===== src/rtl/uart_tx_arbiter_pkg.sv =====
// Shared types and constants for the UART transmit arbiter.
package uart_tx_arbiter_pkg;

  typedef enum logic [1:0] {
    IDLE      = 2'd0,
    ISSUE     = 2'd1,
    WAIT_BUSY = 2'd2,
    WAIT_DONE = 2'd3
  } arbState_t;

  localparam int          MAX_NUM_REQ      = 8;
  localparam logic [7:0]  DEFAULT_TAG_BASE = 8'hF0;

endpackage


===== src/rtl/uart_tx_arbiter_rr_pick.sv =====
// Combinational rotate-priority picker: first request above pointer, wrapping,
// restricted to lockMask when any lock bit is set.
module rr_pick #(
  parameter int NUM_REQ = 4,
  parameter int ID_W    = 3
) (
  input  logic [NUM_REQ-1:0] reqVec,
  input  logic [ID_W-1:0]    pointer,
  input  logic [NUM_REQ-1:0] lockMask,
  output logic [ID_W-1:0]    winner,
  output logic               winnerValid
);

  logic [NUM_REQ-1:0] cand;

  always_comb begin
    winner      = '0;
    winnerValid = 1'b0;
    cand        = (|lockMask) ? (reqVec & lockMask) : reqVec;
    for (int k = 1; k <= NUM_REQ; k++) begin
      for (int j = 0; j < NUM_REQ; j++) begin
        if (!winnerValid && cand[j] && ((int'(pointer) + k) % NUM_REQ) == j) begin
          winnerValid = 1'b1;
          winner      = ID_W'(j);
        end
      end
    end
  end

endmodule


===== src/rtl/uart_tx_arbiter.sv =====
// Round-robin arbiter sharing one UartTx between NUM_REQ byte producers, with per-requester lock.
// Optional source tag byte before each change of requester: define UART_TX_ARBITER_TAG_EN.
module uart_tx_arbiter
  import uart_tx_arbiter_pkg::*;
#(
  parameter int         NUM_REQ  = 4,
  parameter int         ID_W     = 3,
  parameter logic [7:0] TAG_BASE = DEFAULT_TAG_BASE
) (
  input  logic                   Clk,
  input  logic                   Reset,
  input  logic [NUM_REQ-1:0]     ReqValid,
  input  logic [8*NUM_REQ-1:0]   ReqData,
  input  logic [NUM_REQ-1:0]     ReqLock,
  output logic [NUM_REQ-1:0]     ReqAck,
  output logic [NUM_REQ-1:0]     Grant,
  output logic [7:0]             TxDataOut,
  output logic                   TxEnableOut,
  input  logic                   TxReadyIn,
  output logic                   Busy
);

  // state     | meaning
  // IDLE      | no transfer; arbitrate when a request is pending and UART is ready
  // ISSUE     | TxEnableOut high until UART takes the byte
  // WAIT_BUSY | UART accepted but may still show ready for a cycle
  // WAIT_DONE | frame on the wire; wait for ready to return

  if ((2**ID_W) < NUM_REQ || NUM_REQ < 2 || NUM_REQ > MAX_NUM_REQ || TAG_BASE[3:0] != 4'h0) begin : gParamCheck
    $fatal(1, "uart_tx_arbiter: illegal parameter combination");
  end

  arbState_t           state;
  logic [ID_W-1:0]     pointer;
  logic [ID_W-1:0]     winner;
  logic                winnerValid;
  logic [NUM_REQ-1:0]  lockMask;
  logic [NUM_REQ-1:0]  winOneHot;
  logic [7:0]          winData;

  assign lockMask = ReqLock & Grant;

  rr_pick #(.NUM_REQ(NUM_REQ), .ID_W(ID_W)) uPick (
    .reqVec     (ReqValid),
    .pointer    (pointer),
    .lockMask   (lockMask),
    .winner     (winner),
    .winnerValid(winnerValid)
  );

  always_comb begin
    winOneHot = '0;
    winData   = 8'h00;
    for (int j = 0; j < NUM_REQ; j++) begin
      if (winner == ID_W'(j)) begin
        winOneHot[j] = 1'b1;
        winData      = ReqData[8*j +: 8];
      end
    end
  end

`ifdef UART_TX_ARBITER_TAG_EN
  logic [ID_W-1:0] lastTag;
  logic            lastTagValid;
  logic [7:0]      pendData;
  logic            pendValid;
  logic            needTag;

  assign needTag = !lastTagValid || (lastTag != winner);
`endif

  always_ff @(posedge Clk or negedge Reset) begin
    if (!Reset) begin
      state     <= IDLE;
      pointer   <= ID_W'(NUM_REQ-1);
      Grant     <= '0;
      ReqAck    <= '0;
      TxDataOut <= 8'h00;
`ifdef UART_TX_ARBITER_TAG_EN
      lastTag      <= '0;
      lastTagValid <= 1'b0;
      pendData     <= 8'h00;
      pendValid    <= 1'b0;
`endif
    end else begin
      ReqAck <= '0;
      unique case (state)
        IDLE: begin
          if (winnerValid && TxReadyIn) begin
            ReqAck  <= winOneHot;
            Grant   <= winOneHot;
            pointer <= winner;
            state   <= ISSUE;
`ifdef UART_TX_ARBITER_TAG_EN
            if (needTag) begin
              TxDataOut    <= TAG_BASE | 8'(winner);
              pendData     <= winData;
              pendValid    <= 1'b1;
              lastTag      <= winner;
              lastTagValid <= 1'b1;
            end else begin
              TxDataOut <= winData;
            end
`else
            TxDataOut <= winData;
`endif
          end else if (!(|lockMask)) begin
            Grant <= '0;
          end
        end
        ISSUE: begin
          if (TxReadyIn) state <= WAIT_BUSY;
        end
        WAIT_BUSY: begin
          if (!TxReadyIn) state <= WAIT_DONE;
        end
        WAIT_DONE: begin
          if (TxReadyIn) begin
`ifdef UART_TX_ARBITER_TAG_EN
            if (pendValid) begin
              TxDataOut <= pendData;
              pendValid <= 1'b0;
              state     <= ISSUE;
            end else begin
              state <= IDLE;
              if (!(|lockMask)) Grant <= '0;
            end
`else
            state <= IDLE;
            if (!(|lockMask)) Grant <= '0;
`endif
          end
        end
        default: state <= IDLE;
      endcase
    end
  end

  assign TxEnableOut = (state == ISSUE);
  assign Busy        = (state != IDLE);

endmodule


===== config.mk =====
export PLATFORM = sky130hd
export DESIGN_NAME = uart_tx_arbiter
export DESIGN_NICKNAME = d
export VERILOG_FILES = /design/src/rtl/uart_tx_arbiter_pkg.sv /design/src/rtl/uart_tx_arbiter_rr_pick.sv /design/src/rtl/uart_tx_arbiter.sv
export SDC_FILE = /design/constraint.sdc
export NUM_CORES = 1
export LEC_CHECK = 0
export ABC_AREA = 1
export CAP_MARGIN = 20
export CORE_MARGIN = 1.5
export CORE_UTILIZATION = 49
export CTS_BUF_LIST = sky130_fd_sc_hd__clkbuf_4
export DETAILED_ROUTE_END_ITERATION = 8
export PLACE_DENSITY = 0.88
export SLEW_MARGIN = 40
export SYNTH_ARGS = -nofsm -noshare
export SYNTH_HDL_FRONTEND = slang
export SYNTH_HIERARCHICAL = 1
export SYNTH_SLANG_ARGS = --single-unit

===== constraint.sdc =====
create_clock -name Clk -period 6.7 [get_ports Clk]
set_input_delay 1.34 -clock Clk [delete_from_list [all_inputs] [get_ports Clk]]
set_output_delay 1.34 -clock Clk [all_outputs]
set_load 0.01 [all_outputs]

==> results.md, run 1 <==
- H-tree levels: 1
- Fin. max-slew vios: 0
- Crit path to: TxDataOut[4]
- Startpoint Class: input pin
- DRT Wirelength: between 3000 and 4000 µm
- GRT Util Overall: 23.9%
- Fmax: between 0.2 and 0.25 GHz
- GP Congestion: between 0.9 and 1
- Vias per std cell: 4.93
- R2R Path End: TxDataOut[4]
- CTS Buffer Depth: 2
- Filler cell count: roughly 240
- Final design utilization: roughly three quarters
- Post-CTS sizing: 0
- Post-CTS Setup Inserts: 0
- Remaining antenna violation count: 0
- Critical Path AT: ~4.4 ns
- RSZ-0062 raised after global routing: false
- PortBufs: 60
- Worst Setup End Kind: flip-flop
- Syn Nets: approximately 280
- IO Count: just over 60
- Setup TNS: 0 ns
- Total Power: approximately 1.0 mW
- Slew @ Worst Pin: roughly 0.62 ns
- Die extent in x: between 60 and 70 µm
- Layout cells sized above 1: between 10 and 15%
- Syn Inst Count: 231
- Maxcap violations: 0
- DRT iter0 DRCs: 72
- Die Y: 60.2 µm
- Clk sinks: 20
- Antenna violations before repair: 0
- Worst-path maximum fanout: 15
- CTS tree: yes
- Core area: a little over 3000 µm²
- Final setup fails: 0
- Largest net degree at the start of global routing: 21
- Pwr dens: 448 nW/µm²
- Via Count: around 1.7k
- Area Overhead vs Synth: 42.6%
- Critical path required time: 6.89 ns
- Wire length per cell: 11.7 µm
- Hold Path Class: flip-flop to flip-flop
- Die Footprint: between 3000 and 4000 µm²
- Tcrit/Tclk final: just over 60%
- N_diodes: 0
- Syn_area_per_cell: 6.94 µm²
- FF-to-FF Start: Grant[0]
- Hold_buf cts: 0
- Layout Nets: 341
- Lkg Pwr: about 1.1 nW
- CTS Root Cell: clkbuf_4
- Post-DP HPWL: approximately 3200 µm
- Worst Setup SP: ReqLock[2]
- Gr ovfl total: 0
- Warning count from the yosys run: 6
- Hold Fails Final Rpt: 0
- First-pass GRT wire length: roughly 6600 µm
- Dpl ws: ~2.3 ns
- Fin Clk Skew: between 0.003 and 0.004 ns
- Rows: 20
- Reg2Reg Setup Slack: around 3.6 ns
- Vias in the first global route: ~1.5k
- Initial Utilization: between 50% and 60%
- CTS Buf Count: 3
- Post-route DRC: 0
- Clock Latency Late Sink: 0.29 ns
- Worst Setup Path Type: input pin to flip-flop
- Mapped cell area: between 1500 and 2000 µm²
- Peak supply drop: ~0.22 mV
- Status: finished clean
- Worst Reg2Reg Path Length in Cells: 18
- Setup WS post-layout: 2.54 ns
- Slew Limit Headroom: 58.3%
- Clock Pin Slew Worst Setup and Hold Paths: between 0.1 and 0.15 ns
- Final Critical Period: between 4 and 5 ns
- DRT Pass-1 Iters: 4
-- sequential cells by signal, indices dropped and copies added (netlist names) --
register / flops
Grant: 4
ReqAck: 4
TxDataOut: 8
pointer: 2
state: 2
-- metrics by stage --
step	std cells	hold WS [ns]	cell area (µm²)
6_report	336	0.493	2290
5_1_grt	336	0.514	2290
4_1_cts	336	0.497	2290
3_5_place_dp	332	0.479	2230
3_3_place_gp	332	0.480	2240
2_1_floorplan	231	0.466	1600
-- metal layers --
layer	GRT usage [%]	part of all wire [%]	up-vias
li1	-	-	854
met2	45.8	50	67
met5	0	0	-
met1	27.5	42	735
met3	3.90	7.0	2
met4	4.76	0.54	0
-- worst max-delay path, cell delays in order --
cell,delay (ns)
clkdlybuf4s50_1,0.45
nand2_1,0.06
inv_1,0.08
nor2_2,0.05
nand2_4,0.10
nand2_1,0.10
nand3_2,0.09
nand2_4,0.07
nor2_4,0.09
nand3_2,0.09
nor2_4,0.14
nand3_2,0.09
nor2_2,0.13
nand3_2,0.09
nor2_2,0.14
nand2_2,0.08
nand2_1,0.49
nand2_1,0.30
nor2_1,0.17
nor2_1,0.05
nand2_1,0.07
nand3_1,0.06
-- where the power goes --
part           internal [mW]  total, mW  switching [mW]
logic                  0.268      0.723           0.456
clock network         0.0604     0.0969          0.0365
registers              0.169      0.204          0.0349
total                  0.497       1.02           0.527
-- placed cells by master (no fill, tap or decap), drive strengths merged, types with 2 or more instances in the layout --
| cell | instances |
|---|---|
| o21ai | 11 |
| dfrtp | 18 |
| nand4 | 4 |
| dfstp | 2 |
| a21boi | 3 |
| nand2 | 86 |
| nand3 | 27 |
| ha | 5 |
| inv | 26 |
| clkdlybuf4s50 | 59 |
| o2111ai | 2 |
| nor2 | 36 |
| clkbuf | 3 |
| nor3 | 2 |
-- how the worst min path moves through the flow --
stage,startpoint,slack (ns),endpoint,cells after the start
2_1_floorplan,pointer[1],0.47,pointer[1],2
3_3_place_gp,pointer[1],0.48,pointer[1],2
3_5_place_dp,pointer[1],0.48,pointer[1],2
4_1_cts,pointer[1],0.50,pointer[1],2
5_1_grt,pointer[1],0.51,pointer[1],2
6_report,pointer[1],0.49,pointer[1],2
-- layout make-up --
class | instances | area, µm² | area share (%)
clock inverter | 1 | 30.0 | 1.31
timing repair buffer | 60 | 596 | 26.0
tap | 44 | 55.1 | 2.41
inverter | 27 | 101 | 4.43
clock buffer | 3 | 22.5 | 0.985
sequential | 20 | 503 | 22.0
multi-input combinational | 181 | 980 | 42.8
Note: power is estimated with default switching activity, not from simulation.
==> run 2, diff against run 1 <==
--- a/config.mk
+++ b/config.mk
@@ -8,10 +8,10 @@
 export ABC_AREA = 1
 export CAP_MARGIN = 20
 export CORE_MARGIN = 1.5
-export CORE_UTILIZATION = 49
+export CORE_UTILIZATION = 41
 export CTS_BUF_LIST = sky130_fd_sc_hd__clkbuf_4
 export DETAILED_ROUTE_END_ITERATION = 8
-export PLACE_DENSITY = 0.88
+export PLACE_DENSITY = 0.79
 export SLEW_MARGIN = 40
 export SYNTH_ARGS = -nofsm -noshare
 export SYNTH_HDL_FRONTEND = slang
==> constraint.sdc (replaced) <==
create_clock -name Clk -period 3.6 [get_ports Clk]
set_input_delay 0.72 -clock Clk [delete_from_list [all_inputs] [get_ports Clk]]
set_output_delay 0.72 -clock Clk [all_outputs]
set_load 0.01 [all_outputs]
==> results.md, run 2 (synthesized netlist as in run 1, its figures left out) <==
- Lkg Pwr: 1.12 nW (was 1.11 nW)
- Critical path, cell by cell: clkdlybuf4s50_1 -> nand2_1 -> inv_1 -> nor2_2 -> nand2_4 -> nand2_1 -> nand3_2 -> nand2_4 -> nor2_4 -> nand3_2 -> nor2_4 -> nand3_2 -> nor2_2 -> nand3_2 -> nor2_2 -> nand2_2 -> nand2_1 -> nand2_1 -> nor2_1 -> nor2_1 -> nand2_1 -> nand3_1 (unchanged)
- IO Count: 61 (unchanged)
- Commonest cells after routing, fill and taps aside: nand2_1 (78), clkdlybuf4s50_1 (59), inv_1 (24), nor2_1 (24), nand3_1 (20) (unchanged)
- Comb pwr share: 73.7% (was 70.6%)
- Crit path to: TxDataOut[1] (was TxDataOut[4])
- Critical path required time: 3.80 ns (was 6.89 ns)
- Design area: 2290 µm² (about the same)
- Via Count: 1678 (was 1658)
- Most frequent CP cell: nand2_1 (unchanged)
- Final Critical Period: around 3.2 ns
- Tcrit/Tclk final: 89.9%
- Layout cells sized above 1: 14.6% (was 14.0%)
- Fmax: approximately 0.31 GHz
- Fin. max-slew vios: 0 (unchanged)
- R2R Path End: TxDataOut[1] (was TxDataOut[4])
- Max reg flops: 8 (unchanged)
- Final hold slack: 0.349 ns (was 0.493 ns)
- Worst Setup Path Type: input pin to flip-flop (unchanged)
- Clk sinks: 20 (unchanged)
- Status: finished clean (unchanged)
- Critical Path AT: 3.43 ns (was 4.35 ns)
- Clock Latency Late Sink: 0.30 ns (was 0.29 ns)
- Most common cell after layout, fill and taps aside: nand2_1 (unchanged)
- Hold Path Class: input pin to async pin (was flip-flop to flip-flop)
- Maxcap violations: 0 (unchanged)
- Core area: 3720 µm² (was 3080 µm²)
- DRT Wirelength: 4130 µm (was 3920 µm)
- Psw: 0.989 mW (was 0.527 mW)
- CTS Buf Count: 3 (unchanged)
- Setup TNS: 0 ns (unchanged)
- Initial Utilization: 43.2% (was 52.1%)
- Wire length per cell: 12.0 µm (was 11.7 µm)
- Instance count on the critical path: 22 (unchanged)
- Startpoint Class: input pin (unchanged)
- Area Overhead vs Synth: 42.7% (was 42.6%)
- Fin Clk Skew: 0.00111 ns (was 0.00324 ns)
- PortBufs: 60 (unchanged)
- Worst-path maximum fanout: 8 (was 15)
- CTS tree: yes (unchanged)
- Layout Nets: 344 (was 341)
- Hold Fails Final Rpt: 0 (unchanged)
- CP max stage cell: clkdlybuf4s50_1 (was nand2_1)
- Post-DP HPWL: 3370 µm (was 3160 µm)
- GRT Util Overall: 20.8% (was 23.9%)
- GP Congestion: 0.863 (was 0.935)
- Vias per std cell: 4.89 (was 4.93)
- Die Y: 65.6 µm (was 60.2 µm)
- First-pass GRT wire length: 6990 µm (was 6560 µm)
- Remaining antenna violation count: 0 (unchanged)
- Post-CTS Setup Inserts: 0 (unchanged)
- Rows: 22 (was 20)
- Gr ovfl total: 0 (unchanged)
- Worst Setup SP: ReqLock[2] (unchanged)
- Antenna violations before repair: 0 (unchanged)
- Top Family by Delay on Critical Path: simple AND/OR/NAND/NOR gates (unchanged)
- Pwr dens: 819 nW/µm² (was 448 nW/µm²)
- Largest net degree at the start of global routing: 21 (unchanged)
- WP buf/inv: 2 (unchanged)
- Int Pwr: 0.886 mW (was 0.497 mW)
- Hold_buf cts: 0 (unchanged)
- CTS Root Cell: clkbuf_4 (unchanged)
- Max incr delay on CP: 0.45 ns (was 0.49 ns)
- Peak supply drop: 0.381 mV (was 0.222 mV)
- Vias in the first global route: 1650 (was 1543)
- Die extent in x: 65.6 µm (was 60.2 µm)
- Die Footprint: 4300 µm² (was 3630 µm²)
- Post-route DRC: 0 (unchanged)
- Dpl cell area: 2260 µm² (was 2230 µm²)
- Post-CTS sizing: 0 (unchanged)
- N_diodes: 0 (unchanged)
- DRT iter0 DRCs: 103 (was 72)
- H-tree levels: 1 (unchanged)
- Power share of the clock group: 5.9% (was 9.5%)
- Worst Reg2Reg Path Length in Cells: 20 (was 18)
- RSZ-0062 raised after global routing: false (unchanged)
- DRT Pass-1 Iters: 4 (unchanged)
- Clock Pin Slew Worst Setup and Hold Paths: 0.11 ns (about the same)
- Reg2Reg Setup Slack: 0.79 ns (was 3.55 ns)
- Final setup fails: 0 (unchanged)
- Sequential power share: 20.5% (was 19.9%)
- Worst Setup End Kind: flip-flop (unchanged)
- Switching Fraction: 52.8% (was 51.5%)
- CTS Buffer Depth: 2 (unchanged)
- Top flop regs: TxDataOut (8), Grant (4), ReqAck (4) (unchanged)
- FF-to-FF Start: Grant[0] (unchanged)
- Largest reg by FF count: TxDataOut (unchanged)
## run 2: worst min-delay path by stage
stage	from	end	slack, ns	depth (start not counted)
3_5_place_dp	TxDataOut[1]	TxDataOut[1]	0.49	2
2_1_floorplan	Reset	Grant[0]	0.42	0
6_report	Reset	TxDataOut[4]	0.35	1
5_1_grt	Reset	TxDataOut[5]	0.37	1
4_1_cts	Reset	TxDataOut[4]	0.37	1
3_3_place_gp	TxDataOut[1]	TxDataOut[1]	0.48	2
## run 2: power by group through the flow
stage / clock, mW / combinational (mW) / sequential (mW)
CTS: 0.113 / 1.38 / 0.385
finish: 0.110 / 1.38 / 0.384
global route: 0.125 / 1.55 / 0.393
detailed placement: 0 / 1.38 / 0.386
floorplan: 0 / 0.967 / 0.397
global placement: 0 / 1.35 / 0.387
## run 2: stage by stage
stage	instances	util [%]	power (mW)	worst slack, ns
after floorplan	231	-	1.36	0.858
after global routing	343	61.6	2.07	0.0156
after global placement	339	61.0	1.74	0.0876
after detailed placement	339	60.9	1.77	0.0339
after CTS	343	61.6	1.88	0.363
final	343	61.6	1.88	0.363
## run 2: cell type report
type | count | area (µm²)
clock buffers | 3 | 22.5
clock inverters | 1 | 3.75
fillers | 338 | 1430
inverters | 27 | 101
multi-input cells | 181 | 980
flip-flops and latches | 20 | 503
well taps | 48 | 60.1
repair buffers | 63 | 618
## run 2: per-layer routing
| metal | share of wire [%] | vias up | track usage (%) |
|---|---|---|---|
| li1 | - | 861 | - |
| met4 | 0.73 | 0 | 4.95 |
| met5 | 0 | - | 0 |
| met1 | 45 | 735 | 27.8 |
| met3 | 8.0 | 4 | 2.23 |
| met2 | 46 | 78 | 36.0 |
==> RTL edit (settings of run 2) <==
`ID_W` is set to 3 in 2 places; all go to 2.
--- a/src/rtl/uart_tx_arbiter_rr_pick.sv
+++ b/src/rtl/uart_tx_arbiter_rr_pick.sv
@@ -3,5 +3,5 @@
 module rr_pick #(
   parameter int NUM_REQ = 4,
-  parameter int ID_W    = 3
+  parameter int ID_W    = 2
 ) (
   input  logic [NUM_REQ-1:0] reqVec,
--- a/src/rtl/uart_tx_arbiter.sv
+++ b/src/rtl/uart_tx_arbiter.sv
@@ -5,5 +5,5 @@
 #(
   parameter int         NUM_REQ  = 4,
-  parameter int         ID_W     = 3,
+  parameter int         ID_W     = 2,
   parameter logic [7:0] TAG_BASE = DEFAULT_TAG_BASE
 ) (
Check against the original RTL: not settled (the Yosys comparison gave no result); the edit may change what the design does.
==> RTL edit against run 2 <==
  * Sequential cell count unchanged
  * Sequential share of layout area increased by 0.40 points
  * Power increased by 13%
  * Setup slack lost 0.0075 ns
  * Wire length down 6.1%
  * Global-route usage fell by 1.3 points
  * Critical path depth increased by 1
  * First-iteration DRC count is 19% lower
  * Final area decreased by 1.8%
  * Maximum frequency is 0.23% lower
  * Synthesized area down 3.3%
  * Critical endpoint is now TxDataOut[2]
  * Largest cell class unchanged
==> RTL edit: results (changes against run 2) <==
{
  "global_routing": {
    "first_pass_grt_wire_length": {"value": 6651, "unit": "microns", "change": "was 6989 microns"},
    "first_global_vias": {"value": 1558, "change": "was 1,650"},
    "grt_start_max_net_pins": {"value": 21, "change": "unchanged"},
    "global_route.usage.total": {"value": 0.1945, "change": "was 0.2079"}
  },
  "critical_path": {
    "timing.critical_path.slowest_stage_cell": {"value": "sky130_fd_sc_hd__clkdlybuf4s50_1", "change": "unchanged"},
    "cp.arrival": {"value": 3.48, "unit": "ns", "change": "was 3.43 ns"},
    "critical_path.reg2reg.endpoint": {"value": "TxDataOut[2]", "change": "was TxDataOut[1]"},
    "critical_path.max_fanout": {"value": 9, "change": "was 8"},
    "worst_r2r_path_depth": {"value": 19, "change": "was 20"}
  },
  "power_and_ir_drop": {
    "vdd_ir_drop_max": {"value": 0.0004823, "unit": "V", "change": "was 0.0003807 V"},
    "leakagePower": {"value": 0.001115, "unit": "uW", "change": "was 0.001116 uW"},
    "p_switching": {"value": 1102, "unit": "uW", "change": "was 989.5 uW"}
  },
  "placed_design": {
    "routabilityCongestion": {"value": 0.8660, "change": "was 0.8632"},
    "placed_area": {"value": 2221, "unit": "sq um", "change": "was 2262 sq um"},
    "worst_case_setup_slack_after_placement": {"value": 0.06955, "unit": "ns", "change": "was 0.03391 ns"},
    "dp_hpwl": {"value": 3087, "unit": "microns", "change": "was 3372 microns"}
  },
  "cells_and_area": {
    "num-fill-cells": {"value": 345, "change": "was 338"},
    "final_nets": {"value": 345, "change": "was 344"}
  },
  "status": {
    "result_of_the_run": {"value": "finished, final reports clean", "change": "unchanged"}
  },
  "timing": {
    "finalClockSkew": {"value": 0.006261, "unit": "ns", "change": "was 0.001107 ns"}
  },
  "routing": {
    "routedWlPerCell": {"value": 11.26, "unit": "microns", "change": "was 12.03 microns"},
    "drtIter0Drc": {"value": 83, "change": "was 103"},
    "routed_via_density": {"value": 4.727, "change": "was 4.892"}
  },
  "worst_hold_path": {
    "path_class_of_the_lowest_slack_min_delay_path": {"value": "in2async", "change": "unchanged"}
  },
  "cts": {
    "clock_tree.buffer_depth": {"value": 2, "change": "unchanged"}
  },
  "logic_synthesis": {
    "syn-num-nets": {"value": 278, "change": "was 279"}
  }
}
[RTL edit: logic make-up after synthesis]
family                     share of synthesized area
AOI/OAI and AO/OA                            0.07178
DFF                                           0.3242
buffers and inverters                        0.08790
and+or+nand+nor                               0.4758
adders and majority gates                    0.04032
[RTL edit: power by group through the flow]
stage / Clock [uW] / Sequential (uW) / Combinational (uW)
global placement: 0 / 406 / 1580
finish: 107 / 402 / 1610
floorplan: 0 / 425 / 1090
global route: 122 / 417 / 1820
detailed placement: 0 / 406 / 1600
CTS: 110 / 404 / 1610
[RTL edit: metrics by stage]
stage	hold WS (ns)	cells	util
finish	0.3547	344	0.6185
global route	0.3754	344	0.6185
global placement	0.4711	340	0.6126
floorplan	0.4244	230	-
detailed placement	0.4648	340	0.6112
CTS	0.3709	344	0.6185
[RTL edit: how the worst max path moves through the flow]
stage               startpoint           end  slack, ns  cells past startpoint
floorplan           ReqLock[2]  TxDataOut[0]       0.95                     21
global placement    ReqLock[1]  TxDataOut[7]       0.18                     23
detailed placement  ReqLock[1]  TxDataOut[2]       0.07                     23
CTS                 ReqLock[1]  TxDataOut[7]       0.37                     23
global route        ReqLock[3]  TxDataOut[0]       0.01                     23
finish              ReqLock[3]  TxDataOut[2]       0.36                     23
[RTL edit: layout make-up]
cell class | instances | area share
Multi-Input combinational cell | 178 | 0.4059
Timing Repair Buffer | 66 | 0.2851
Sequential cell | 20 | 0.2238
Inverter | 28 | 0.04677
Tap cell | 48 | 0.02673
Clock buffer | 3 | 0.01002
Clock inverter | 1 | 0.001670
[RTL edit: per-layer routing]
metal / vias to the layer above / global-route usage / share of wire
li1: 855 / - / -
met1: 732 / 0.2508 / 0.46
met2: 37 / 0.3451 / 0.49
met3: 2 / 0.02257 / 0.044
met4: 0 / 0.05053 / 0.0062
met5: - / 0 / 0
